==> src/rtl/send_arbiter.sv <==
// Round-robin arbiter feeding one sender from three requesters, with timeout
// re-issue, bounded retries, a post-packet idle gap and a saturating loss counter.
module send_arbiter #(
  parameter int TIMEOUT_CYCLES = 255,
  parameter int MAX_RETRY      = 3,
  parameter int GAP_CYCLES     = 45
) (
  input  logic        clk,
  input  logic        rst,
  input  logic [2:0]  req,
  input  logic [39:0] req_data0,
  input  logic [39:0] req_data1,
  input  logic [39:0] req_data2,
  output logic [39:0] out_data,
  output logic        out_valid,
  input  logic        data_retrieved,
  input  logic        data_loss,
  output logic [2:0]  ack,
  output logic [1:0]  grant,
  output logic        busy,
  output logic        drop_err,
  output logic [7:0]  loss_count
);

  // state | meaning
  // IDLE  | no owner; arbitrate on req
  // ISSUE | out_valid strobe for the owner's packet
  // WAIT  | waiting for data_retrieved, timeout down-counter running
  // GAP   | mandatory idle after a completed or dropped packet
  typedef enum logic [1:0] {IDLE, ISSUE, WAIT, GAP} state_t;

  localparam int TW = (TIMEOUT_CYCLES > 1) ? $clog2(TIMEOUT_CYCLES) : 1;
  localparam int GW = (GAP_CYCLES > 1) ? $clog2(GAP_CYCLES) : 1;
  localparam int RW = (MAX_RETRY > 0) ? $clog2(MAX_RETRY + 1) : 1;

  localparam logic [TW-1:0] TMR_LOAD  = TW'(TIMEOUT_CYCLES - 1);
  localparam logic [GW-1:0] GAP_LOAD  = GW'((GAP_CYCLES > 0) ? GAP_CYCLES - 1 : 0);
  localparam logic [RW-1:0] RETRY_MAX = RW'(MAX_RETRY);

  state_t        state, state_n;
  logic [1:0]    rr_ptr, rr_n;
  logic [TW-1:0] timer, timer_n;
  logic [GW-1:0] gap_cnt, gap_n;
  logic [RW-1:0] retry, retry_n;
  logic [39:0]   out_data_n;
  logic          out_valid_n;
  logic [2:0]    ack_n;
  logic [1:0]    grant_n;
  logic          busy_n;
  logic          drop_n;
  logic          finish;

  logic [1:0]    cand0, cand1, cand2;
  logic [1:0]    pick_idx;
  logic [39:0]   pick_data;

  function automatic logic [1:0] next_idx(input logic [1:0] i);
    return (i == 2'd2) ? 2'd0 : i + 2'd1;
  endfunction

  // first requester at or after rr_ptr, wrapping modulo 3
  always_comb begin
    cand0 = rr_ptr;
    cand1 = next_idx(cand0);
    cand2 = next_idx(cand1);
    if (req[cand0])      pick_idx = cand0;
    else if (req[cand1]) pick_idx = cand1;
    else                 pick_idx = cand2;
  end

  always_comb begin
    case (pick_idx)
      2'd1:    pick_data = req_data1;
      2'd2:    pick_data = req_data2;
      default: pick_data = req_data0;
    endcase
  end

  always_comb begin
    state_n     = state;
    rr_n        = rr_ptr;
    timer_n     = timer;
    gap_n       = gap_cnt;
    retry_n     = retry;
    out_data_n  = out_data;
    out_valid_n = 1'b0;
    ack_n       = 3'b000;
    grant_n     = grant;
    drop_n      = 1'b0;
    finish      = 1'b0;

    unique case (state)
      IDLE: begin
        if (|req) begin
          grant_n     = pick_idx;
          out_data_n  = pick_data;
          retry_n     = '0;
          out_valid_n = 1'b1;
          state_n     = ISSUE;
        end
      end
      ISSUE: begin
        if (data_retrieved) begin
          finish = 1'b1;
        end else begin
          timer_n = TMR_LOAD;
          state_n = WAIT;
        end
      end
      WAIT: begin
        // retrieval on the terminal cycle still counts as success
        if (data_retrieved) begin
          finish = 1'b1;
        end else if (timer == '0) begin
          if (retry < RETRY_MAX) begin
            retry_n     = retry + RW'(1);
            out_valid_n = 1'b1;
            state_n     = ISSUE;
          end else begin
            drop_n = 1'b1;
            finish = 1'b1;
          end
        end else begin
          timer_n = timer - TW'(1);
        end
      end
      GAP: begin
        if (gap_cnt == '0) state_n = IDLE;
        else               gap_n   = gap_cnt - GW'(1);
      end
    endcase

    if (finish) begin
      ack_n   = 3'b001 << grant;
      rr_n    = next_idx(grant);
      gap_n   = GAP_LOAD;
      state_n = (GAP_CYCLES == 0) ? IDLE : GAP;
    end

    busy_n = (state_n != IDLE);
  end

  always_ff @(posedge clk or posedge rst) begin
    if (rst) begin
      state     <= IDLE;
      rr_ptr    <= 2'd0;
      timer     <= '0;
      gap_cnt   <= '0;
      retry     <= '0;
      out_data  <= 40'd0;
      out_valid <= 1'b0;
      ack       <= 3'b000;
      grant     <= 2'd0;
      busy      <= 1'b0;
      drop_err  <= 1'b0;
    end else begin
      state     <= state_n;
      rr_ptr    <= rr_n;
      timer     <= timer_n;
      gap_cnt   <= gap_n;
      retry     <= retry_n;
      out_data  <= out_data_n;
      out_valid <= out_valid_n;
      ack       <= ack_n;
      grant     <= grant_n;
      busy      <= busy_n;
      drop_err  <= drop_n;
    end
  end

  always_ff @(posedge clk or posedge rst) begin
    if (rst)                                  loss_count <= 8'd0;
    else if (data_loss && loss_count != 8'hFF) loss_count <= loss_count + 8'd1;
  end

endmodule

==> config.mk <==
export PLATFORM = sky130hd
export DESIGN_NAME = send_arbiter
export DESIGN_NICKNAME = d
export VERILOG_FILES = /design/src/rtl/send_arbiter.sv
export SDC_FILE = /design/constraint.sdc
export NUM_CORES = 1
export LEC_CHECK = 0
export CAP_MARGIN = 10
export CORE_ASPECT_RATIO = 2
export CORE_MARGIN = 2
export CORE_UTILIZATION = 28
export CTS_CLUSTER_SIZE = 30
export DETAILED_ROUTE_END_ITERATION = 8
export HOLD_SLACK_MARGIN = 0.15
export PLACE_DENSITY_LB_ADDON = 0.12
export SETUP_SLACK_MARGIN = 0.5
export SLEW_MARGIN = 20
export SYNTH_ARGS = -nofsm -noshare
export SYNTH_HDL_FRONTEND = slang
export SYNTH_SLANG_ARGS = --single-unit
==> constraint.sdc <==
create_clock -name clk -period 3.3 [get_ports clk]
set_input_delay 0.825 -clock clk [delete_from_list [all_inputs] [get_ports clk]]
set_output_delay 0.825 -clock clk [all_outputs]
set_load 0.05 [all_outputs]
# Word-level counts from Yosys, hierarchy flattened

Index checks and enable logic that the tools add are counted.

Equal/unequal tests: 16
Add/sub/neg operators: 7
Reduce and logical (&&, ||, !) cells: 13
Shifts and indexed selects: 1
Mux-type cells: 43
Magnitude comparators: 3

Operators by type and width:

| operator              | count |
|---|---|
| $pmux W40 S2          | 1 |
| $mux W2               | 16 |
| $mux W8               | 3 |
| $mux W6               | 3 |
| $pmux W8 S2           | 1 |
| $ne A2 B2 Y1 const B  | 7 |
| $eq A2 B2 Y1 const B  | 6 |
| $mux W1               | 12 |
| $add A2 B1 Y2 const B | 4 |
| $add A8 B1 Y8 const B | 1 |
| $logic_not A8 Y1      | 1 |
| $ne A8 B8 Y1 const B  | 1 |
| $pmux W2 S4           | 1 |
| $reduce_bool A2 Y1    | 4 |
| $sub A8 B1 Y8 const B | 1 |
| $logic_not A6 Y1      | 1 |
| $lt A2 B3 Y1 const B  | 2 |
| $sub A6 B1 Y6 const B | 1 |
| $reduce_and A5 Y1     | 1 |
| $bmux W1 S2           | 2 |
| $eq A2 B1 Y1 const B  | 2 |
| $pmux W1 S2           | 2 |
| $pmux W2 S2           | 1 |
| $reduce_and A2 Y1     | 2 |
| 7 further kinds       | 7 |

Logic and storage cells: 95
Bits of input ports: 127
Output and inout bits: 56
Bits in registers: 76

# Logic depth before layout (Yosys ltp)

Word-level depth: 8
Mapped depth: 11
Mapped depth without buffers: 10

# Least setup slack after synthesis

No wires, ideal clock.

Path kind: input-to-reg
Start: input req[2]
End: register out_data[11]
Stages: 9
Setup slack: 904 ps
Arrival time: 2269 ps
Buffers on the path: 2
Data required time: 3173 ps
Setup time: 127 ps
Cell sequence: nor2b_1 -> o21ai_0 -> o221ai_1 -> ha_1 -> clkbuf_1 -> clkbuf_1 -> nor2_1 -> a21oi_1 -> o21ai_0

Cells in the longest elaborated chain, start to end: 6
Elaborated cells between the ends (all ways): 11

RTL lines:

| item                                                | line | source |
|---|---|---|
| start: declaration                                  | 10   | `input logic [2:0] req,` |
| $bmux W1 S2                                         | 67   | `else if (req[cand1]) pick_idx = cand1;` |
| $mux W1 (not written as such)                       | 67   |  |
| $mux W2                                             | 67   |  |
| $mux W2                                             | 66   | `if (req[cand0]) pick_idx = cand0;` |
| $eq A2 B2 Y1 / $eq A2 B1 Y1 (equally long branches) | 72   | `case (pick_idx)` |
| $pmux W40 S2                                        | 72   |  |
| end signal: assignment                              | 162  | `out_data <= out_data_n;` |
| end: declaration                                    | 14   | `output logic [39:0] out_data,` |

Several ways; a longest one is shown, not always the timed one. The select of a mux whose other input is x is not followed.
A chain may end at the register's enable or synchronous reset.

# Final worst setup path

Start: input req[2]
End: register out_data[38]

The elaborated chain is that of the path after synthesis.

==> impl_metrics.py <==
metrics = {
    "run_status": {
        "status": "complete, no violations",
    },
    "clocking": {
        "cts_tree": "done",
        "clock_sinks": 76,
        "clock_latency_ns": 0.33,
        "hold_buffers": 0,
        "cts_max_path_buffers": 2,
        "cts.clk_slew.worst_paths_ns": 0.06,
        "cts_root_buffer": "clkbuf_16",
        "cts_htree_levels": 3,
        "numCtsBuffers": 9,
    },
    "global_route": {
        "overflow": 0,
        "antenna_found_initial": 0,
        "grt_first_pass_wirelength_um": 18100,
        "grt_util_all_layers_pct": 14.8,
        "grt_start_max_net_pins": 81,
        "grt_pass1_vias": 3639,
    },
    "setup_path": {
        "worstSetupEndpointType": "flop",
        "cp_max_fo": 21,
        "crit_arrival_ns": 2.82,
        "start_kind": "primary input",
        "cp_data_required_time_ns": 3.50,
        "path_class": "in2reg",
    },
    "route": {
        "viasPerCell": 4.65,
        "drc": 0,
        "wl_met3_um": 1130,
        "num_vias": 3801,
        "drt-total-wl_um": 11700,
        "ant_nets": 0,
        "wl_per_cell_um": 14.3,
        "wl_met1_um": 5260,
        "wl_met2_um": 5160,
        "drt_iter0_drc": 112,
        "drtPass1Iterations": 5,
        "maxUsedRoutingLayer": "met4",
    },
    "logic_synthesis": {
        "synth_edf_count": 0,
        "synth-main-ff-cell": "dfrtp_1",
        "async_flop_share_pct": 100,
        "synth_seq_cells": 76,
        "synth_cell_types": 49,
        "synth_area_per_cell_um2": 8.96,
        "synth-seq-area-share_pct": 47.3,
        "synthesis.nets": 587,
        "synth_cells": 449,
        "synth.cell_area_um2": 4020,
        "ys_warn_count": 0,
    },
    "sta": {
        "max_freq_ghz": 0.381,
        "min_period_ns": 2.62,
        "slew_violations": 0,
        "maxSlewHeadroom_pct": 57.2,
        "hold_violations": 0,
        "worstMarginPinSlew_ns": 0.641,
        "timing.final.crit_share_pct": 79.4,
        "rsz0062_at_grt": "no",
        "setup_tns_ns": 0,
        "setup-violations-final": 0,
        "fin_worst_skew_ns": 0.00690,
    },
    "layout": {
        "multiInputGateArea_um2": 1990,
        "nNetsFinal": 760,
        "regArea_um2": 1900,
        "final_common_cell": "clkdlybuf4s50_1",
        "fill_cells": 1407,
        "syn_to_final_growth_pct": 61.6,
        "drive_gt1_share_pct": 6.87,
        "finalInstanceArea_um2": 6500,
        "mostFrequentLayoutCells": "clkdlybuf4s50_1 (181), dfrtp_1 (76), nand2_1 (64)",
        "antennaDiodeCount": 0,
    },
    "placed_design": {
        "hpwlAfterDp_um": 8160,
        "portBuffers": 182,
        "place.gp.congestion": 0.773,
        "post_dp_cell_area_um2": 6090,
    },
    "job": {
        "drv_cap": 0,
    },
    "die": {
        "dieArea_um2": 15400,
        "fp.dieH_um": 173,
        "io_pins": 183,
        "row_count": 62,
        "die_x_um": 88.7,
        "core_um2": 14200,
        "initial_utilization_pct": 28.3,
    },
    "power": {
        "p_leak_uw": 0.00264,
        "cellPowerDensity_nw_per_um2": 971,
        "max-vdd-ir-drop_uv": 513,
    },
    "worst_hold_path": {
        "hp-class": "reg2reg",
    },
}
worst paths after layout:
kind | cells after the start | slack [ns] | startpoint | end
max in group asynchronous | 3 | 1.77 | rst | out_data[9]
hold reg to reg | 2 | 0.48 | out_data[35] | out_data[35]
setup reg to reg | 11 | 1.22 | cand0[0] | out_data[38]
setup / recovery | 10 | 0.68 | req[2] | out_data[38]
min in group asynchronous | 2 | 0.89 | rst | cand0[0]
hold / removal | 2 | 0.48 | out_data[35] | out_data[35]
state kept, by name (all words and copies together), names as in the netlist:
name        count
drop_err        1
ack             3
cand0           2
out_valid       1
loss_count      8
state           2
out_data       40
retry           2
timer           8
busy            1
grant           2
gap_cnt         6
cell type report:
cell class	instances	share of cell area [%]
Clock buffer	11	3.74
Clock inverter	4	1.50
Inverter	16	0.944
Multi-Input combinational cell	329	30.6
Sequential cell	76	29.3
Tap cell	192	3.70
Timing Repair Buffer	190	30.3
timing repair:
action,4_1_cts,5_1_grt
setup buffers,0,1
endpoints found under the setup margin,40,40
pin swaps,0,1
resized for setup,1,8
gates cloned,0,0
layer usage:
layer,GRT usage [%],vias to the layer above
li1,-,1939
met1,20.4,1698
met2,22.0,156
met3,4.76,8
met4,4.55,0
met5,0,-
report_power, final:
group	total [uW]	switching (uW)	internal [uW]	leakage, uW
Clock	1130	376	756	0.000162
Combinational	3630	2300	1330	0.00155
Sequential	1550	254	1290	0.000933
synthesized netlist by cell type, types with 2 or more instances:
library cell / number / area share [%]
a21o_1: 2 / 0.37
a21oi_1: 48 / 6.0
a22oi_1: 40 / 7.5
and3_1: 2 / 0.31
buf_1: 2 / 0.19
buf_2: 5 / 0.62
clkbuf_1: 21 / 2.0
dfrtp_1: 76 / 47
ha_1: 11 / 3.4
inv_1: 16 / 1.5
mux2i_1: 2 / 0.50
nand2_1: 64 / 6.0
nand2b_1: 2 / 0.31
nand3_1: 5 / 0.62
nor2_1: 47 / 4.4
nor2b_1: 2 / 0.31
nor3_1: 4 / 0.50
nor3b_2: 2 / 0.62
nor4_1: 3 / 0.47
o21ai_0: 49 / 6.1
o31ai_1: 4 / 0.75
o41ai_1: 2 / 0.44
or3_1: 2 / 0.31
xnor2_1: 7 / 1.5
xor2_1: 7 / 1.5
critical path, cell delays in order:
cell,delay (ns)
clkdlybuf4s50_1,0.46
nor2b_2,0.19
o21ai_0,0.19
o221ai_2,0.17
ha_4,0.31
buf_16,0.21
a22oi_1,0.18
nor2_1,0.06
a21oi_1,0.13
o21ai_0,0.09
kinds of logic after synthesis:
kind of cell | synth area share [%]
adder cells (fa/ha/maj) | 3.42
buffers and inverters | 4.26
AO/OA/AOI/OAI | 24.2
AND/OR/NAND/NOR | 17.0
flip-flops | 47.3
multiplexers | 0.778
XOR/XNOR | 3.05
stage by stage:
| step | utilization, % | instances | total power [uW] | setup WS [ns] | hold slack [ns] |
|---|---|---|---|---|---|
| after floorplan | - | 449 | 3900 | 0.537 | 0.479 |
| after global placement | 42.9 | 802 | 5090 | 0.0921 | 0.461 |
| after detailed placement | 42.9 | 802 | 5130 | 0.000239 | 0.472 |
| after CTS | 45.4 | 817 | 6320 | 0.537 | 0.486 |
| after global routing | 45.8 | 818 | 6760 | 0.505 | 0.505 |
| final | 45.8 | 818 | 6310 | 0.678 | 0.478 |
No activity file was read; power rests on OpenSTA's default activity.
